--- config.mk ---
export PLATFORM = sky130hd
export DESIGN_NAME = ex_dispatch
export DESIGN_NICKNAME = d
export VERILOG_FILES = /design/src/rtl/ex_dispatch.sv
export SDC_FILE = /design/constraint.sdc
export NUM_CORES = 1
export LEC_CHECK = 0
export BUFFER_PORTS_ARGS = -buffer_cell sky130_fd_sc_hd__buf_2
export CAP_MARGIN = 20
export CORE_MARGIN = 2
export CORE_UTILIZATION = 30
export CTS_BUF_LIST = sky130_fd_sc_hd__clkbuf_2
export DETAILED_ROUTE_END_ITERATION = 10
export SLEW_MARGIN = 20
export SYNTH_ARGS = -nofsm -noshare
export SYNTH_HDL_FRONTEND = slang
export SYNTH_SLANG_ARGS = --single-unit
--- constraint.sdc ---
create_clock -name clock -period 3.4 [get_ports clock]
set_input_delay 0.17 -clock clock [delete_from_list [all_inputs] [get_ports clock]]
set_output_delay 0.17 -clock clock [all_outputs]
set_load 0.02 [all_outputs]
--- src/rtl/ex_dispatch.sv ---
// In-order dispatch queue: buffers {payload, lane} packets and offers the oldest
// to exactly one of three functional-unit lanes; lane code 3 is dropped with a pulse.
module ex_dispatch #(
  parameter int DATA_W = 64,
  parameter int DEPTH  = 4
) (
  input  logic                       clock,
  input  logic                       reset,
  input  logic                       in_valid,
  input  logic [DATA_W-1:0]          in_data,
  input  logic [1:0]                 in_fu_sel,
  output logic                       in_ready,
  input  logic                       flush,
  output logic [2:0]                 fu_valid,
  input  logic [2:0]                 fu_ready,
  output logic [DATA_W-1:0]          fu_data,
  output logic                       drop_err,
  output logic [$clog2(DEPTH):0]     occupancy
);

  localparam int PTR_W = $clog2(DEPTH);
  localparam int CNT_W = PTR_W + 1;
  localparam logic [CNT_W-1:0] FULL_CNT = CNT_W'(DEPTH);

  logic [DATA_W-1:0] r_data [DEPTH];
  logic [1:0]        r_sel  [DEPTH];
  logic [PTR_W-1:0]  r_head;
  logic [PTR_W-1:0]  r_tail;
  logic [CNT_W-1:0]  r_count;

  logic              w_nonempty;
  logic [1:0]        w_head_sel;
  logic [DATA_W-1:0] w_head_data;
  logic              w_push;
  logic              w_pop;
  logic [2:0]        w_offer;

  assign w_nonempty  = (r_count != '0);
  assign w_head_sel  = r_sel[r_head];
  assign w_head_data = r_data[r_head];

  // A full queue never accepts, even when the head leaves in the same cycle.
  assign in_ready  = (r_count < FULL_CNT) && !flush;
  assign w_push    = in_valid && in_ready;
  assign occupancy = r_count;

  always_comb begin
    w_offer  = 3'b000;
    drop_err = 1'b0;
    fu_data  = '0;
    if (w_nonempty) begin
      fu_data = w_head_data;
      if (w_head_sel == 2'd3) begin
        drop_err = 1'b1;
      end else begin
        w_offer = 3'(3'b001 << w_head_sel);
      end
    end
  end

  assign fu_valid = w_offer;
  // Only the offered lane's ready matters; an illegal head retires unconditionally.
  assign w_pop    = (|(w_offer & fu_ready)) || drop_err;

  always_ff @(posedge clock or negedge reset) begin
    if (!reset) begin
      r_head  <= '0;
      r_tail  <= '0;
      r_count <= '0;
    end else if (flush) begin
      r_head  <= '0;
      r_tail  <= '0;
      r_count <= '0;
    end else begin
      if (w_push) r_tail <= r_tail + PTR_W'(1);
      if (w_pop)  r_head <= r_head + PTR_W'(1);
      case ({w_push, w_pop})
        2'b10:   r_count <= r_count + CNT_W'(1);
        2'b01:   r_count <= r_count - CNT_W'(1);
        default: r_count <= r_count;
      endcase
    end
  end

  // Storage is not scrubbed on pop or flush; r_count alone marks valid entries.
  always_ff @(posedge clock or negedge reset) begin
    if (!reset) begin
      for (int i = 0; i < DEPTH; i++) begin
        r_data[i] <= '0;
        r_sel[i]  <= 2'd0;
      end
    end else if (w_push) begin
      r_data[r_tail] <= in_data;
      r_sel[r_tail]  <= in_fu_sel;
    end
  end

endmodule
; Yosys cells after proc, flatten, opt, wreduce, memory -nomap -nowiden
; Cells that the tools add are included.
[word_totals]
regBits = 271
elab_cells = 59
out_inout_bits = 72
inputBits = 73
[classes]
muxes = 23
n_reduce_logical = 10
n_eq_ne = 3
magnitude_cmp = 4
shifts = 1
bitwise = 3
add_sub_neg = 4
[ops]
columns = operator, count
row1 = 256-bit bitwise mux, 1
row2 = 64-bit two-way mux, 4
row3 = 64-bit binary-select mux with 2-bit select, 1
row4 = 64-bit demux with 2-bit select, 1
row5 = 2-bit two-way mux, 7
row6 = 3-bit two-way mux, 3
row7 = 8-bit bitwise mux, 1
row8 = 3-bit greater-or-equal comparator (second input constant), 2
row9 = 2-bit inverter with 3-bit output, 2
row10 = 3-bit one-hot mux with 2 select lines, 1
row11 = 3-bit nonzero test, 2
row12 = 2-bit by 1-bit adder with 2-bit output (second input constant), 2
row13 = 2-bit binary-select mux with 2-bit select, 1
row14 = 2-bit demux with 2-bit select, 1
row15 = 2-bit equality test (second input constant), 2
row16 = 2-bit nonzero test, 2
row17 = 3-bit by 1-bit adder with 3-bit output (second input constant), 1
row18 = 3-bit AND, 1
row19 = 1-bit logical AND, 3
row20 = 3-bit by 1-bit < comparator with 1-bit output (second input constant), 1
row21 = 3-bit < comparator (second input constant), 1
row22 = 3-bit OR reduction, 1
row23 = 1-bit by 2-bit left shift with 3-bit output (first input constant), 1
row24 = 3-bit by 1-bit subtractor with 3-bit output (second input constant), 1
row25 = other kinds (4), 5

; Logic depth before layout (Yosys ltp)
[depth]
ltp_word = 13
ltp_mapped = 9

; Least setup slack after synthesis
; No wires, ideal clock.
[synth_timing]
path_kind = register to register
start = register r_head[0]
end = register r_count[1] (netlist: occupancy[1])
synth_period_minus_slack_ps = 2743
t_arrival_ps = 2588
setup_time_ps = 156
path_buffers = 1
stages_incl_launch_ff = 10
setup_slack_ps = 657
path_cell_list = dfrtp_1 -> buf_6 -> mux4_2 -> mux2i_1 -> a211oi_4 -> nor2b_1 -> fa_1 -> nor3b_1 -> mux2i_1 -> o311ai_0
[synth_between]
elab_chain_cells = 13
[synth_lines]
columns = item, line
row1 = start: declaration, 27  ; logic [PTR_W-1:0] r_head;
row2 = start signal: assignment, 76  ; if (w_pop) r_head <= r_head + PTR_W'(1);
row3 = 2-bit inverter with 3-bit output (implied by the code) *, 39  ; assign w_head_sel = r_sel[r_head];
row4 = 2-bit binary-select mux with 2-bit select *, 39
row5 = 2-bit two-way mux (implied by the code) * (2 in a row), 39
row6 = 2-bit equality test / 1-bit by 2-bit left shift with 3-bit output (equally long branches), "53, 56"
row7 = 3-bit two-way mux, 53  ; if (w_head_sel == 2'd3) begin
row8 = 3-bit two-way mux, 51  ; if (w_nonempty) begin
row9 = 3-bit AND, 63  ; assign w_pop = (|(w_offer & fu_ready)) || drop_err;
row10 = 3-bit OR reduction, 63
row11 = 1-bit logical OR *, 63
row12 = 2-bit by 1-bit equality test with 1-bit output / 2-bit equality test (equally long branches), 77  ; case ({w_push, w_pop})
row13 = 3-bit one-hot mux with 2 select lines, 77
row14 = 3-bit two-way mux, 70  ; end else if (flush) begin
row15 = end signal: assignment, 78  ; 2'b10: r_count <= r_count + CNT_W'(1);
row16 = end signal: assignment, 79  ; 2'b01: r_count <= r_count - CNT_W'(1);
row17 = end signal: assignment, 80  ; default: r_count <= r_count;
row18 = end: declaration, 29  ; logic [CNT_W-1:0] r_count;
; Every way passes the cells marked *; elsewhere a longest branch is shown, timed or not. The select of a mux whose other input is x is not followed.
; A chain may end at the register's enable or synchronous reset.

; Final worst setup path
[layout_timing]
start = register r_head[0]
end = output port fu_data[35]
[layout_between]
elab_chain_cells = 5
[layout_lines]
columns = item, line
row1 = 2-bit inverter with 3-bit output (implied by the code), 40  ; assign w_head_data = r_data[r_head];
row2 = 64-bit binary-select mux with 2-bit select, 40
row3 = 64-bit two-way mux (implied by the code) (2 in a row), 40
row4 = 64-bit two-way mux, 51
row5 = end: declaration, 16  ; output logic [DATA_W-1:0] fu_data,
; No other way between the ends. The select of a mux whose other input is x is not followed.

==> flow_summary.ini <==
[global_routing]
antenna_found_initial = 3
grt_overflow = 0
grt_pass1_vias = 8605
grt_pass1_wl_um = 46700
grt_max_degree = 121
grt_usage_pct = 14.4

[synth]
seq_area_frac_synth_pct = 55.5
syn_avg_cell_area_sq_um = 16.0
yosysTopAreaCell = dfrtp_1
synth_cell_types = 29
synth-seq-cells = 271
yosysTopAreaCellShare_pct = 55.5
yosysWarnings = 0
synthTopCellsByArea = dfrtp_1, mux2_2, mux4_2
netlist_area_sq_um = 12200
synthCells = 765
syn_nets = 843

[cts]
cts.sinks = 271
cts_root_buf = clkbuf_2
cts_buffers = 77
postCtsSetupBuffers = 0
cts_tree = built
cts.reportedPaths.clkPinSlew_ps = 90
cts-htree-levels = 3
insertion_delay_ps = 960
clockBufferDepth = 3

[die]
floorplan.initialDensity_pct = 30.6
fp.dieH_um = 206
coreArea_sq_um = 39900
die_area_sq_um = 42300
io_pins = 145
num_rows = 73
die_w_um = 206

[routing]
dr_total_vias = 7784
wire_per_inst_um = 17.5
firstDrtPassIters = 4
via_per_inst = 4.63
wirelength_um = 29300
drt_iter0_drc = 239
postRouteAntennaNets = 0
drc = 0

[setup_path]
critPathMaxStageDelay_ps = 590
critPathLaunchType = flip-flop
worstPathCellList = buf_4 > mux4_2 > and2_1 > buf_2
worstPathMaxFanout = 31
cp-end-kind = output pin
slowest_stage = mux4_2
crit_type = flip-flop to output pin
required_ps = 3230
crit_arrival_ps = 2930

[power_and_ir_drop]
power_mw = 12.8
p_leak_nw = 7.05
power_density_nw_per_um2 = 815
p_switching_mw = 4.42
peakVddDrop_uv = 364
seqPwrFrac_pct = 41.2
internal_power_mw = 8.40
combPwrFrac_pct = 41.1
clockPowerShare_pct = 17.7
switching_share_pct = 34.5

[timing]
worst_pin_slew_ps = 951
slew_viol_final = 0
hold_viol = 0
slew_headroom_pct = 36.6
fin_crit_ps = 3100
clock_skew_ps = 36.1
tns_ps = 0
fmax_mhz = 323
finalSetupViolCount = 0
post-route-period-util_pct = 91.2

[finish]
nNetsFinal = 1176
layout_commonest_cell = dfrtp_1
synthToLayoutAreaGrowth_pct = 28.8
fin_area_sq_um = 15700
fin_util_pct = 39.4
drive_above_1_share_pct = 54.3
most-common-layout-cells = dfrtp_1, mux2_2, buf_2

[worst_hold_path]
hp-class = input port to flip-flop

[placed_design]
place_area_sq_um = 13700
hpwl_um = 17000
gp_congestion = 0.722
port_buffers = 144

[run]
drv_cap = 0

[outcome]
status = completed
## area by class of cell
cell class | instances | area (sq um)
Fill cell | 3786 | 24200
Tap cell | 525 | 657
Timing Repair Buffer | 305 | 2390
Clock inverter | 7 | 27.5
Clock buffer | 119 | 596
Antenna cell | 10 | 25.0
Inverter | 3 | 11.3
Multi-Input combinational cell | 440 | 5240
Sequential cell | 271 | 6790
## flip-flops by register name, summed over array words and instances, names as in the netlist
signal	cells
r_head	2
r_tail	2
occupancy	3
r_sel	8
r_data	256
## power by group through the flow
| stage | clock network (mW) | logic [mW] | registers (mW) |
|---|---|---|---|
| final | 2.27 | 5.27 | 5.28 |
| after global routing | 2.60 | 5.73 | 5.47 |
| after CTS | 2.41 | 5.38 | 5.29 |
| after detailed placement | 0 | 5.21 | 5.35 |
| after global placement | 0 | 5.13 | 5.29 |
| after floorplan | 0 | 3.87 | 5.12 |
## critical path: cells and delay by family (launching register included)
family | cells | cell delay, ps
muxes | 1 | 590
and+or+nand+nor | 1 | 170
buffers and inverters | 2 | 700
DFF | 1 | 450
## per-layer routing
metal  wire length, um  track usage (%)  up-vias
met5                13                0        -
met2             13400             22.3      177
li1                  -                -     3527
met3              1640             4.83       44
met1             13800             18.9     4034
met4               495             5.15        2
## Yosys cell counts (all sizes together)
cell      n
mux2    264
nand2     2
a31o      1
xnor3     1
nor3      4
a31oi     1
and3      6
or3       1
nor3b     2
nand2b    3
inv       3
mux2i     3
nand4b    1
nand3b    1
nor2      6
clkbuf   47
o31ai     1
a211oi    1
buf       4
a21oi     1
xnor2     2
nor2b     2
ha        4
o311ai    1
mux4     66
dfrtp   271
fa        1
and2     65
## worst paths after layout
| path | slack (ps) | depth (start not counted) | end | startpoint |
|---|---|---|---|---|
| max | 300 | 4 | fu_data[35] | r_head[0] |
| min | 210 | 4 | r_head[1] | flush |
| max reg2reg | 700 | 7 | occupancy[0] | r_head[0] |
| min reg2reg | 510 | 1 | r_data[96] | r_data[96] |
| max in group asynchronous | 2100 | 4 | r_data[231] | reset |
| min in group asynchronous | 410 | 3 | r_data[129] | reset |
## stage by stage
step,cells,setup WS [ps],hold WS [ps]
floorplan,765,657,-126
global placement,1402,787,350
detailed placement,1402,780,358
CTS,1670,77.9,41.7
global route,1680,-66.2,25.7
finish,1680,300,212
## what timing repair did
action                     in CTS  in global routing
resized for setup               2                  0
hold endpoints to repair      542                  0
hold buffers                  142                  0
setup endpoints to repair      39                  0
## cell families after synthesis
logic type / share of synthesized area, %
buf+inv: 1.75
fa+ha+maj: 0.574
simple gates: 4.61
xor+xnor: 0.328
mux: 36.8
flops: 55.5
compound gates: 0.461
Note: power is estimated with default switching activity, not from simulation.
